--- src/rtl/cpu_pkg.sv ---
// Shared definitions for the CPU control path: opcodes, IR field positions,
// sequencer state encodings and the control-strobe bundle.
package cpu_pkg;

  localparam int IRW  = 32;
  localparam int OPW  = 5;
  localparam int REGW = 4;

  // IR field bit positions
  localparam int OP_HI = IRW - 1;
  localparam int OP_LO = IRW - OPW;
  localparam int RA_HI = OP_LO - 1;
  localparam int RA_LO = OP_LO - REGW;
  localparam int RB_HI = RA_LO - 1;
  localparam int RB_LO = RA_LO - REGW;
  localparam int RC_HI = RB_LO - 1;
  localparam int RC_LO = RB_LO - REGW;

  // Opcodes
  localparam logic [OPW-1:0] OP_ADD  = 5'b00001;
  localparam logic [OPW-1:0] OP_SUB  = 5'b00010;
  localparam logic [OPW-1:0] OP_AND  = 5'b00011;
  localparam logic [OPW-1:0] OP_OR   = 5'b00100;
  localparam logic [OPW-1:0] OP_SHR  = 5'b00101;
  localparam logic [OPW-1:0] OP_SHL  = 5'b00110;
  localparam logic [OPW-1:0] OP_MUL  = 5'b01111;
  localparam logic [OPW-1:0] OP_DIV  = 5'b10000;
  localparam logic [OPW-1:0] OP_NOP  = 5'b11010;
  localparam logic [OPW-1:0] OP_HALT = 5'b11011;

  typedef enum logic [3:0] {
    ST_RST    = 4'd0,
    ST_T0     = 4'd1,
    ST_T1     = 4'd2,
    ST_T2     = 4'd3,
    ST_T3     = 4'd4,
    ST_T4     = 4'd5,
    ST_T5     = 4'd6,
    ST_T6     = 4'd7,
    ST_HALTED = 4'd8
  } state_t;

  // One-hot instruction class
  typedef struct packed {
    logic alu3;
    logic hilo;
    logic nop;
    logic halt;
  } op_class_t;

  // Every strobe the sequencer drives into the datapath
  typedef struct packed {
    logic           pc_out;
    logic           zhigh_out;
    logic           zlow_out;
    logic           mdr_out;
    logic           mar_in;
    logic           pc_in;
    logic           mdr_in;
    logic           ir_in;
    logic           y_in;
    logic           z_in;
    logic           hi_in;
    logic           lo_in;
    logic           inc_pc;
    logic           read;
    logic           gra;
    logic           grb;
    logic           grc;
    logic           r_in;
    logic           r_out;
    logic           run;
    logic [OPW-1:0] alu_op;
  } ctrl_t;

  function automatic logic [OPW-1:0] ir_opcode(input logic [IRW-1:0] ir);
    return ir[OP_HI:OP_LO];
  endfunction

endpackage

--- src/rtl/control_unit_if.sv ---
// Control-unit <-> datapath bundle: IR/status in, all control strobes out.
interface control_unit_if;
  logic [31:0] IR;
  logic        MemRdy;
  logic        Stop;
  logic        PCout, Zhighout, Zlowout, MDRout;
  logic        MARin, PCin, MDRin, IRin, Yin, Zin, HIin, LOin;
  logic        IncPC, Read;
  logic        Gra, Grb, Grc, Rin, Rout;
  logic [4:0]  ALU_op;
  logic        Run;

  modport master (
    input  IR, MemRdy, Stop,
    output PCout, Zhighout, Zlowout, MDRout,
    output MARin, PCin, MDRin, IRin, Yin, Zin, HIin, LOin,
    output IncPC, Read, Gra, Grb, Grc, Rin, Rout, ALU_op, Run
  );

  modport slave (
    output IR, MemRdy, Stop,
    input  PCout, Zhighout, Zlowout, MDRout,
    input  MARin, PCin, MDRin, IRin, Yin, Zin, HIin, LOin,
    input  IncPC, Read, Gra, Grb, Grc, Rin, Rout, ALU_op, Run
  );
endinterface

--- src/rtl/control_unit_opcode_class.sv ---
// Maps an opcode to its one-hot execution class; unknown opcodes run as NOP.
module opcode_class
  import cpu_pkg::*;
(
  input  logic [OPW-1:0] opcode,
  output op_class_t      op_class
);

  // Pure decode of the opcode field into a class
  always_comb begin
    op_class = '0;
    case (opcode)
      OP_ADD, OP_SUB, OP_AND, OP_OR, OP_SHR, OP_SHL: op_class.alu3 = 1'b1;
      OP_MUL, OP_DIV:                                op_class.hilo = 1'b1;
      OP_HALT:                                       op_class.halt = 1'b1;
      default:                                       op_class.nop  = 1'b1;
    endcase
  end

endmodule

--- src/rtl/control_unit.sv ---
// Hardwired Moore sequencer: fetch (T0-T2) and register-register execute
// (T3-T6). Strobes are registered alongside the state they belong to.
module control_unit
  import cpu_pkg::*;
(
  input  logic           Clock,
  input  logic           Clear,
  control_unit_if.master cu
);

  logic [OPW-1:0] opcode;
  op_class_t      op_class;
  state_t         state, state_nxt;
  ctrl_t          ctrl;

  assign opcode = ir_opcode(cu.IR);

  opcode_class u_opcode_class (
    .opcode   (opcode),
    .op_class (op_class)
  );

  // Strobe pattern for a given state; IR only matters in T4/T5
  function automatic ctrl_t decode(input state_t s, input op_class_t c,
                                   input logic [OPW-1:0] op);
    ctrl_t d;
    d = '0;
    d.run = 1'b1;
    case (s)
      ST_RST: ;
      ST_T0: begin
        d.pc_out = 1'b1; d.mar_in = 1'b1; d.inc_pc = 1'b1; d.z_in = 1'b1;
      end
      ST_T1: begin
        d.zlow_out = 1'b1; d.pc_in = 1'b1; d.read = 1'b1; d.mdr_in = 1'b1;
      end
      ST_T2: begin
        d.mdr_out = 1'b1; d.ir_in = 1'b1;
      end
      ST_T3: begin
        d.grb = 1'b1; d.r_out = 1'b1; d.y_in = 1'b1;
      end
      ST_T4: begin
        d.grc = 1'b1; d.r_out = 1'b1; d.z_in = 1'b1; d.alu_op = op;
      end
      ST_T5: begin
        d.zlow_out = 1'b1;
        if (c.hilo) d.lo_in = 1'b1;
        else begin
          d.gra = 1'b1; d.r_in = 1'b1;
        end
      end
      ST_T6: begin
        d.zhigh_out = 1'b1; d.hi_in = 1'b1;
      end
      default: d = '0;
    endcase
    return d;
  endfunction

  // Next-state selection from the current state and sampled inputs
  always_comb begin
    state_nxt = state;
    case (state)
      ST_RST:    state_nxt = ST_T0;
      ST_T0:     state_nxt = cu.Stop ? ST_HALTED : ST_T1;
      ST_T1:     state_nxt = cu.MemRdy ? ST_T2 : ST_T1;
      ST_T2: begin
        if (op_class.halt)                      state_nxt = ST_HALTED;
        else if (op_class.alu3 | op_class.hilo) state_nxt = ST_T3;
        else                                    state_nxt = ST_T0;
      end
      ST_T3:     state_nxt = ST_T4;
      ST_T4:     state_nxt = ST_T5;
      ST_T5:     state_nxt = op_class.hilo ? ST_T6 : ST_T0;
      ST_T6:     state_nxt = ST_T0;
      ST_HALTED: state_nxt = ST_HALTED;
      default:   state_nxt = ST_RST;
    endcase
  end

  // State and strobe registers; Clear overrides everything, including HALTED
  always_ff @(posedge Clock) begin
    if (Clear) begin
      state <= ST_RST;
      ctrl  <= decode(ST_RST, op_class, opcode);
    end else begin
      state <= state_nxt;
      ctrl  <= decode(state_nxt, op_class, opcode);
    end
  end

  assign cu.PCout    = ctrl.pc_out;
  assign cu.Zhighout = ctrl.zhigh_out;
  assign cu.Zlowout  = ctrl.zlow_out;
  assign cu.MDRout   = ctrl.mdr_out;
  assign cu.MARin    = ctrl.mar_in;
  assign cu.PCin     = ctrl.pc_in;
  assign cu.MDRin    = ctrl.mdr_in;
  assign cu.IRin     = ctrl.ir_in;
  assign cu.Yin      = ctrl.y_in;
  assign cu.Zin      = ctrl.z_in;
  assign cu.HIin     = ctrl.hi_in;
  assign cu.LOin     = ctrl.lo_in;
  assign cu.IncPC    = ctrl.inc_pc;
  assign cu.Read     = ctrl.read;
  assign cu.Gra      = ctrl.gra;
  assign cu.Grb      = ctrl.grb;
  assign cu.Grc      = ctrl.grc;
  assign cu.Rin      = ctrl.r_in;
  assign cu.Rout     = ctrl.r_out;
  assign cu.Run      = ctrl.run;
  assign cu.ALU_op   = ctrl.alu_op;

endmodule

--- src/flat_wrapper.sv ---
// flat-port wrapper written by rule: the top's interface ports become plain ports
module control_unit_flat import cpu_pkg::*;
  (Clock, Clear, cu_IR, cu_MemRdy, cu_Stop, cu_PCout, cu_Zhighout, cu_Zlowout, cu_MDRout, cu_MARin, cu_PCin, cu_MDRin, cu_IRin, cu_Yin, cu_Zin, cu_HIin, cu_LOin, cu_IncPC, cu_Read, cu_Gra, cu_Grb, cu_Grc, cu_Rin, cu_Rout, cu_ALU_op, cu_Run);
  control_unit_if cu_i ();
  input  logic Clock;
  input  logic Clear;
  input wire logic [$bits(cu_i.IR)-1:0] cu_IR;
  input wire logic [$bits(cu_i.MemRdy)-1:0] cu_MemRdy;
  input wire logic [$bits(cu_i.Stop)-1:0] cu_Stop;
  output wire logic [$bits(cu_i.PCout)-1:0] cu_PCout;
  output wire logic [$bits(cu_i.Zhighout)-1:0] cu_Zhighout;
  output wire logic [$bits(cu_i.Zlowout)-1:0] cu_Zlowout;
  output wire logic [$bits(cu_i.MDRout)-1:0] cu_MDRout;
  output wire logic [$bits(cu_i.MARin)-1:0] cu_MARin;
  output wire logic [$bits(cu_i.PCin)-1:0] cu_PCin;
  output wire logic [$bits(cu_i.MDRin)-1:0] cu_MDRin;
  output wire logic [$bits(cu_i.IRin)-1:0] cu_IRin;
  output wire logic [$bits(cu_i.Yin)-1:0] cu_Yin;
  output wire logic [$bits(cu_i.Zin)-1:0] cu_Zin;
  output wire logic [$bits(cu_i.HIin)-1:0] cu_HIin;
  output wire logic [$bits(cu_i.LOin)-1:0] cu_LOin;
  output wire logic [$bits(cu_i.IncPC)-1:0] cu_IncPC;
  output wire logic [$bits(cu_i.Read)-1:0] cu_Read;
  output wire logic [$bits(cu_i.Gra)-1:0] cu_Gra;
  output wire logic [$bits(cu_i.Grb)-1:0] cu_Grb;
  output wire logic [$bits(cu_i.Grc)-1:0] cu_Grc;
  output wire logic [$bits(cu_i.Rin)-1:0] cu_Rin;
  output wire logic [$bits(cu_i.Rout)-1:0] cu_Rout;
  output wire logic [$bits(cu_i.ALU_op)-1:0] cu_ALU_op;
  output wire logic [$bits(cu_i.Run)-1:0] cu_Run;
  assign cu_i.IR = cu_IR;
  assign cu_i.MemRdy = cu_MemRdy;
  assign cu_i.Stop = cu_Stop;
  assign cu_PCout = cu_i.PCout;
  assign cu_Zhighout = cu_i.Zhighout;
  assign cu_Zlowout = cu_i.Zlowout;
  assign cu_MDRout = cu_i.MDRout;
  assign cu_MARin = cu_i.MARin;
  assign cu_PCin = cu_i.PCin;
  assign cu_MDRin = cu_i.MDRin;
  assign cu_IRin = cu_i.IRin;
  assign cu_Yin = cu_i.Yin;
  assign cu_Zin = cu_i.Zin;
  assign cu_HIin = cu_i.HIin;
  assign cu_LOin = cu_i.LOin;
  assign cu_IncPC = cu_i.IncPC;
  assign cu_Read = cu_i.Read;
  assign cu_Gra = cu_i.Gra;
  assign cu_Grb = cu_i.Grb;
  assign cu_Grc = cu_i.Grc;
  assign cu_Rin = cu_i.Rin;
  assign cu_Rout = cu_i.Rout;
  assign cu_ALU_op = cu_i.ALU_op;
  assign cu_Run = cu_i.Run;
  control_unit u_core (.Clock(Clock), .Clear(Clear), .cu(cu_i));
endmodule
--- config.mk ---
export PLATFORM = sky130hd
export DESIGN_NAME = control_unit_flat
export DESIGN_NICKNAME = d
export VERILOG_FILES = /design/src/rtl/cpu_pkg.sv /design/src/rtl/control_unit_if.sv /design/src/rtl/control_unit_opcode_class.sv /design/src/rtl/control_unit.sv /design/src/flat_wrapper.sv
export SDC_FILE = /design/constraint.sdc
export NUM_CORES = 1
export LEC_CHECK = 0
export BUFFER_PORTS_ARGS = -buffer_cell sky130_fd_sc_hd__buf_4
export CAP_MARGIN = 20
export CORE_MARGIN = 4
export CORE_UTILIZATION = 42
export CTS_BUF_LIST = sky130_fd_sc_hd__clkbuf_8
export DETAILED_ROUTE_END_ITERATION = 7
export PLACE_DENSITY = 0.81
export SLEW_MARGIN = 20
export SYNTH_ARGS = -nofsm -noshare
export SYNTH_HDL_FRONTEND = slang
export SYNTH_SLANG_ARGS = --single-unit
--- constraint.sdc ---
create_clock -name Clock -period 2.55 [get_ports Clock]
set_input_delay 0.51 -clock Clock [delete_from_list [all_inputs] [get_ports Clock]]
set_output_delay 0.51 -clock Clock [all_outputs]
set_load 0.02 [all_outputs]
Word-level counts from Yosys, hierarchy flattened
Cells that the tools add are included.

Bits in registers: 23. Input bits: 36. Output and inout port bits: 25. Word-level logic and storage cells: 76.

Equality and inequality tests: 24. Mux-type cells: 22. Bitwise logic cells: 3. Reductions and logical operators: 11.

Operators by type and width (count): $eq A4 B3 Y1 const B (8); $pmux W4 S8 (1); $eq A4 B2 Y1 const B (4); $mux W1 (16); $eq A5 B3 Y1 const B (3); $reduce_or A2 Y1 (7); $eq A5 B2 Y1 const B (2); $eq A5 B5 Y1 const B (2); $eq A4 B1 Y1 const B (2); $logic_not A4 Y1 (2); $mux W4 (2); $reduce_or A8 Y1 (1); $mux W3 (2); $reduce_or A6 Y1 (1); $eq A5 B1 Y1 const B (1); $eq A5 B4 Y1 const B (1); $eq A4 B4 Y1 const B (1); $mux W2 (1); $not A1 Y1 (2); $or A1 B1 Y1 (1).

Logic depth before layout (Yosys ltp)
Gate-level depths: netlist (run 1).

Word-level depth: 10. Depth in mapped cells: 6. Mapped depth without buffers: 6.

Cells and area by module
Synthesis (run 1) repeated with hierarchy kept, for this count alone.

Cell total of the unflattened synthesis: 95. Area total of the unflattened synthesis: 878.3 um^2.

Modules (own cells, without submodules): control_unit (times used 1, cells each 85, area an instance 807.0 um^2, seq. area each 420.4 um^2); opcode_class (times used 1, cells each 10, area an instance 71.3 um^2, seq. area each 0.0 um^2).

Worst setup path before layout (run 1)
Ideal clock, no wire load.

Path kind: in2reg. Start point: input cu_IR[28]. End point: register u_core.ctrl, in the netlist u_core.cu.Gra. Setup time: 0.087 ns. Arrival: 1.980 ns. Data required time: 2.463 ns. Slack: 0.483 ns. Stages on the path: 6. Buffers on the path: 1. Cells stage by stage: or4b_1 > o22a_2 > a211oi_2 > nor2_1 > buf_6 > nor4b_4.

Cells in the longest elaborated chain, start to end: 10. Elaborated cells on any way between the ends: 23. Those cells by class: 10 x eq/ne; 8 x mux; 2 x bitwise; 3 x reduce/logical.

Ends and longest elaborated chain: start, declared (line flat_wrapper.sv:7) `input wire logic [$bits(cu_i.IR)-1:0] cu_IR;`; $eq A5 B1 Y1 (tied with other cells) (line control_unit_opcode_class.sv:12) `case (opcode)`; $reduce_or A6 Y1 / $reduce_or A2 Y1 (equally long branches) (line control_unit_opcode_class.sv:12); $mux W1 (line control_unit_opcode_class.sv:12); $or A1 B1 Y1 (line control_unit.sv:70) `else if (op_class.alu3 | op_class.hilo) state_nxt = ST_T3;`; $mux W3 (line control_unit.sv:70); $mux W4 (line control_unit.sv:69) `if (op_class.halt) state_nxt = ST_HALTED;`; $pmux W4 S8 (line control_unit.sv:64) `case (state)`; $eq A4 B3 Y1 (line control_unit.sv:29) `case (s)`; $not A1 Y1 (no line); $reduce_or A2 Y1 (no line); end signal, assigned (line control_unit.sv:86) `ctrl <= decode(ST_RST, op_class, opcode);`; end signal, assigned (line control_unit.sv:89) `ctrl <= decode(state_nxt, op_class, opcode);`; end, declared (line control_unit.sv:14) `ctrl_t ctrl;`.

Parallel ways exist; a longest one is shown, timed or not. A chain may end at the register's enable or synchronous reset.

Worst setup path in the final report (run 1)
Start point: input cu_IR[28]. End point: register u_core.ctrl, in the netlist u_core.cu.ALU_op[0].

Cells in the longest elaborated chain, start to end: 10. Elaborated cells on any way between the ends: 22. Those cells by class: 10 x eq/ne; 7 x mux; 2 x bitwise; 3 x reduce/logical.

Ends and longest elaborated chain (line): $eq A5 B1 Y1 (tied with other cells) (control_unit_opcode_class.sv:12); $reduce_or A6 Y1 / $reduce_or A2 Y1 (equally long branches) (control_unit_opcode_class.sv:12); $mux W1 (control_unit_opcode_class.sv:12); $or A1 B1 Y1 (control_unit.sv:70); $mux W3 (control_unit.sv:70); $mux W4 (control_unit.sv:69); $pmux W4 S8 (*) (control_unit.sv:64); $eq A4 B3 Y1 (*) (control_unit.sv:29); $not A1 Y1 (no line) (*); $reduce_or A2 Y1 (no line) (*).

Mark *: on every way between the ends. The rest lies on a longest branch, timed or not.

==> out/metrics.yaml, run 1 <==
status: "finished, final reports clean"
antenna_found_initial: 0
setup.worst_path.start_class: "primary input"
hold_viol: 0
multi_input_area_sq_um: 404
synth_area_sq_um: 918
antenna_left: 0
period_needed_ns: 2.16
cellPowerDensity_mw_per_mm2: 628
holdCritPathClass: "primary input to register"
regArea_sq_um: 420
post-cts-setup-buffer-count: 0
timing.hold.ws_ns: 0.434
cts_buffers: 3
layout_common_cells: "buf_4 (34), dfxtp_1 (21), nor2_1 (6)"
place_worst_setup_slack_ns: 0.135
ys_types: 36
critical_path_class: "primary input to register"
fin_total_pwr_uw: 740
use_met3: 0.0409
relSlewSlack: 0.279
syn2layout_area_growth_pct: 28.2
layout_setup_ws_ns: 0.388
end_kind: "register"
cp_max_fo: 11
gr-usage-met1: 0.157
drt-initial-drc-count: 12
hold_buffers: 0
ys_ff_latch: 21
grt_pass1_vias: 653
cts_tree: "yes"
vias_per_cell: 5.05
fp.dieH_um: 54.8
clock_sinks: 21
power.leakage_uw: 0.000521
path_clk_slew_ns: 0.07
cts_resized: 0
grtUsageMet2: 0.238
drc: 0
hpwlAfterDp_um: 1430
dp_cells: 140
slew_violations: 0
rsz0062_at_grt: "false"
ys_seq_area_frac: 0.458
fin_setup_tns_ns: 0
grt_max_degree: 12
finalCritPeriodShare: 0.848
wl_per_cell_um: 13.0
num-nets-final: 154
cts_root_buffer: "clkbuf_8"
cts.path.max_buffers: 2
dieArea_sq_mm: 0.00300
max_cap_violations: 0
io_pins: 61
start_util: 0.454
numPortBuffers: 33
wl_um: 1870
rows: 16
yosys_warnings: 0
die_w_um: 54.8
setup_viol: 0
cp.arrival_ns: 2.33
vias: 727
crit_required_ns: 2.71
timing.fmax_mhz: 463
postSynthAreaPerCell_sq_um: 10.3
antenna_cells: 0
final.setup_skew_ns: 0.00133
clk_latency_ns: 0.26
dr.pass1.iters: 4
syn-num-nets: 125
stdcell_count: 144
fillers: 178
htreeDepth: 1
grt_overflow: 0
grt_usage: 0.139
irDropWorstVdd_mv: 0.488
tightest_slew_ns: 1.08
syn_inst: 89
layout-drive-gt1-share: 0.444
gp_congestion: 0.765
final_common_cell: "buf_4"
grt_busiest_layer: "met2"
grt_pass1_wl_um: 2940
coreArea_sq_mm: 0.00202
==> report_power, final <==
part           switching, uW  total, uW  internal [uW]
Clock                    100        207            107
Combinational           96.5        166           69.1
Sequential              19.0        367            348
==> logic make-up (layout without fill, tap and decap cells) <==
family,after synthesis,after routing,synth area share
compound gates,11,11,0.0981
buf+inv,15,43,0.102
flops,21,21,0.458
mux,1,1,0.0109
simple gates,41,41,0.331
==> through the flow <==
step,cell area [sq um],utilization
floorplan,918,-
global placement,1130,0.560
detailed placement,1130,0.560
CTS,1180,0.582
global route,1180,0.582
finish,1180,0.582
==> Yosys cell counts (all sizes together) <==
cell type / number / share of area
dfxtp: 21 / 0.46
buf: 9 / 0.078
nor2: 6 / 0.025
nor4b: 6 / 0.10
inv: 5 / 0.020
nand2: 4 / 0.016
nor3: 4 / 0.022
and3: 3 / 0.020
nor2b: 3 / 0.020
nor4: 3 / 0.034
or2: 3 / 0.020
nand2b: 2 / 0.014
nand4: 2 / 0.014
a211oi: 1 / 0.014
a21bo: 1 / 0.011
a21oi: 1 / 0.0054
a31o: 1 / 0.0095
a31oi: 1 / 0.0068
a32oi: 1 / 0.0095
and2: 1 / 0.0068
clkbuf: 1 / 0.0041
mux2i: 1 / 0.011
nand3: 1 / 0.011
nor3b: 1 / 0.0082
o21ai: 1 / 0.0054
o221ai: 1 / 0.0095
o22a: 1 / 0.011
o22ai: 1 / 0.0068
o31a: 1 / 0.0095
or4: 1 / 0.0082
or4b: 1 / 0.011
==> worst max-delay path, stage by stage <==
cell and delay [ns]:
buf_4 0.13, or4b_1 0.55, o22a_2 0.29, a211oi_2 0.25, nor2_1 0.26, nor4b_1 0.34
==> state kept, by name, summed over array words and instances, names as in the netlist <==
name / flops
u_core.cu.ALU_op: 5
u_core.cu.Gra: 1
u_core.cu.Grb: 1
u_core.cu.Grc: 1
u_core.cu.HIin: 1
u_core.cu.IRin: 1
u_core.cu.IncPC: 1
u_core.cu.LOin: 1
u_core.cu.Read: 1
u_core.cu.Rout: 1
u_core.cu.Run: 1
u_core.cu.Zin: 1
u_core.cu.Zlowout: 1
u_core.state: 4
==> worst paths after layout <==
kind / end / start / cells after the start / slack [ns]
hold / removal: u_core.state[3]$_SDFF_PP0_ / Clear / 2 / 0.43
setup / recovery: u_core.cu.ALU_op[0]$_SDFF_PP0_ / cu_IR[28] / 6 / 0.39
setup reg to reg: u_core.cu.IncPC$_SDFF_PP0_ / u_core.state[0]$_SDFF_PP0_ / 4 / 0.76
hold reg to reg: u_core.state[2]$_SDFF_PP0_ / u_core.state[3]$_SDFF_PP0_ / 1 / 0.66
==> per-layer routing <==
| layer | share of wire | wire length, um | vias up |
|---|---|---|---|
| li1 | - | - | 365 |
| met1 | 0.43 | 803 | 336 |
| met2 | 0.49 | 912 | 24 |
| met3 | 0.066 | 124 | 2 |
| met4 | 0.017 | 31 | 0 |
| met5 | 0 | 0 | - |
==> layout make-up <==
type,instances,share of cell area
repair buffers,34,0.217
inverters,5,0.0159
clock inverters,1,0.00319
flip-flops and latches,21,0.357
well taps,27,0.0287
clock buffers,3,0.0351
multi-input cells,53,0.343
No activity file was read; power rests on OpenSTA's default activity.
==> run 2, diff against run 1 <==
--- a/config.mk
+++ b/config.mk
@@ -8,10 +8,10 @@
 export BUFFER_PORTS_ARGS = -buffer_cell sky130_fd_sc_hd__buf_4
 export CAP_MARGIN = 20
 export CORE_MARGIN = 4
-export CORE_UTILIZATION = 42
+export CORE_UTILIZATION = 38
 export CTS_BUF_LIST = sky130_fd_sc_hd__clkbuf_8
 export DETAILED_ROUTE_END_ITERATION = 7
-export PLACE_DENSITY = 0.81
+export PLACE_DENSITY = 0.78
 export SLEW_MARGIN = 20
 export SYNTH_ARGS = -nofsm -noshare
 export SYNTH_HDL_FRONTEND = slang
==> constraint.sdc (replaced) <==
create_clock -name Clock -period 1.9 [get_ports Clock]
set_input_delay 0.38 -clock Clock [delete_from_list [all_inputs] [get_ports Clock]]
set_output_delay 0.38 -clock Clock [all_outputs]
set_load 0.02 [all_outputs]
==> run 2 against run 1 <==
Hold slack lost 0.13 ns. Combinational power grew 66%. Clock power grew 40%. Total power grew 42%. Non-clock buffer count grew 9. Register-to-register slack lost 0.46 ns. Critical path type unchanged.
==> out/metrics.yaml, run 2 (same netlist as run 1, synthesis figures left out) <==
status: "finished, final reports clean"
cts_tree: "yes"
rr_worst_depth: 6  # +2
holdCritPathClass: "primary input to register"
critical_path_class: "primary input to register"
timing.fmax_mhz: 542
relSlewSlack: 0.786  # +0.507
power.leakage_uw: 0.000581  # +12%
gp_congestion: 0.764  # about the same
hold_depth: 2  # unchanged
end_kind: "register"
rr_endpoint: "u_core.cu.ALU_op[3]$_SDFF_PP0_"
timing.hold.ws_ns: 0.303  # -0.132 ns
num-nets-final: 164  # +6.5%
hold_buffers: 0  # unchanged
wl_per_cell_um: 13.2  # +1.2%
antenna_found_initial: 0  # unchanged
final_common_cell: "buf_4"
hold_path.startpoint: "Clear"
hpwlAfterDp_um: 1550  # +8.6%
largest_reg_flops: 5  # unchanged
drt-initial-drc-count: 19  # +7
syn2layout_area_growth_pct: 43.9
period_needed_ns: 1.84
htreeDepth: 1  # unchanged
grt_max_degree: 13  # +1
grt_pass1_vias: 792  # +21%
layout_common_cells: "buf_4 (40), dfxtp_1 (21), nor2_1 (5), nor4b_2 (5)"
vias_per_cell: 5.12  # +1.3%
dieArea_sq_mm: 0.00327  # +9.0%
fin_setup_tns_ns: 0  # unchanged
reg2reg_from: "u_core.state[1]$_SDFF_PP0_"
cp.arrival_ns: 2.02  # -0.31 ns
cp_max_fo: 6  # -5
post-cts-setup-buffer-count: 0  # unchanged
clock_sinks: 21  # unchanged
dr.pass1.iters: 4  # unchanged
cts_buffers: 3  # unchanged
finalCritPeriodShare: 0.971
max_cap_violations: 0  # unchanged
rrSetupSlack_ns: 0.30  # -0.46 ns
antenna_left: 0  # unchanged
cts.path.max_buffers: 2  # unchanged
coreArea_sq_mm: 0.00225  # +12%
io_pins: 61  # unchanged
rows: 17  # +1
grt_usage: 0.135  # -0.00389
die_w_um: 57.2  # +4.4%
antenna_cells: 0  # unchanged
wl_um: 2040  # +8.9%
clk_latency_ns: 0.26  # about the same
setup_viol: 0  # unchanged
numPortBuffers: 33  # unchanged
vias: 793  # +9.1%
final.setup_skew_ns: 0.00130  # -0.0000223 ns
crit_required_ns: 2.07  # -0.64 ns
hold_viol: 0  # unchanged
fp.dieH_um: 57.2  # +4.4%
holdPathEnd: "u_core.state[3]$_SDFF_PP0_"
irDropWorstVdd_mv: 0.415  # -15%
path_clk_slew_ns: 0.07  # about the same
start_util: 0.407  # -0.0469
slew_violations: 0  # unchanged
grt_pass1_wl_um: 3440  # +17%
cellPowerDensity_mw_per_mm2: 797  # +27%
cts_root_buffer: "clkbuf_8"
drc: 0  # unchanged
tightest_slew_ns: 0.320  # -0.758 ns
layout-drive-gt1-share: 0.528  # +0.0831
setup.worst_path.start_class: "primary input"
grt_overflow: 0  # unchanged
-- run 2: worst max-delay path: stages --
cell	delay, ns
buf_6	0.09
or4b_4	0.53
o22a_4	0.27
a211oi_4	0.36
nor2_4	0.12
nor4b_2	0.26
-- run 2: cell type report --
type	instances	area, sq um
clock buffers	3	41.3
clock inverters	1	5.00
fillers	202	933
inverters	5	18.8
multi-input cells	54	458
flip-flops and latches	21	420
well taps	28	35.0
repair buffers	43	343
-- run 2: how the worst max path moves through the flow --
stage / start / endpoint / slack (ns) / cells after the start
global route: cu_IR[29] / u_core.cu.ALU_op[4]$_SDFF_PP0_ / -0.008 / 6
global placement: cu_IR[28] / u_core.cu.ALU_op[0]$_SDFF_PP0_ / -0.29 / 6
finish: cu_IR[29] / u_core.cu.ALU_op[4]$_SDFF_PP0_ / 0.06 / 6
floorplan: cu_IR[28] / u_core.cu.Gra$_SDFF_PP0_ / -0.006 / 6
detailed placement: cu_IR[28] / u_core.cu.ALU_op[0]$_SDFF_PP0_ / -0.37 / 6
CTS: cu_IR[28] / u_core.cu.ALU_op[0]$_SDFF_PP0_ / 0.05 / 6
-- run 2: power breakdown --
part / total [uW] / switching, uW / internal [uW]
logic: 275 / 148 / 127
registers: 489 / 22.4 / 466
clock network: 289 / 143 / 146
total: 1050 / 313 / 740
-- run 2: routing by layer --
metal  GRT usage  up-vias  part of all wire
met5           0        -                 0
li1            -      390                 -
met4      0.0894        0             0.031
met2       0.230       23              0.49
met1       0.155      374              0.43
met3      0.0204        6             0.051
-- run 2: repair_timing --
item | CTS | global route
gates cloned | 0 | 1
pin swaps | 0 | 6
hold endpoints to repair | 0 | 0
endpoints found under the setup margin | 2 | 3
resized for setup | 3 | 5
-- run 2: metrics by stage --
| step | utilization | cells | worst slack, ns | total power (uW) | cell area, sq um |
|---|---|---|---|---|---|
| finish | 0.586 | 155 | 0.0559 | 1050 | 1320 |
| global route | 0.586 | 155 | -0.00789 | 1110 | 1320 |
| CTS | 0.570 | 154 | 0.0473 | 1060 | 1280 |
| detailed placement | 0.543 | 150 | -0.373 | 765 | 1220 |
| global placement | 0.543 | 150 | -0.288 | 757 | 1220 |
| floorplan | - | 89 | -0.00609 | 654 | 930 |
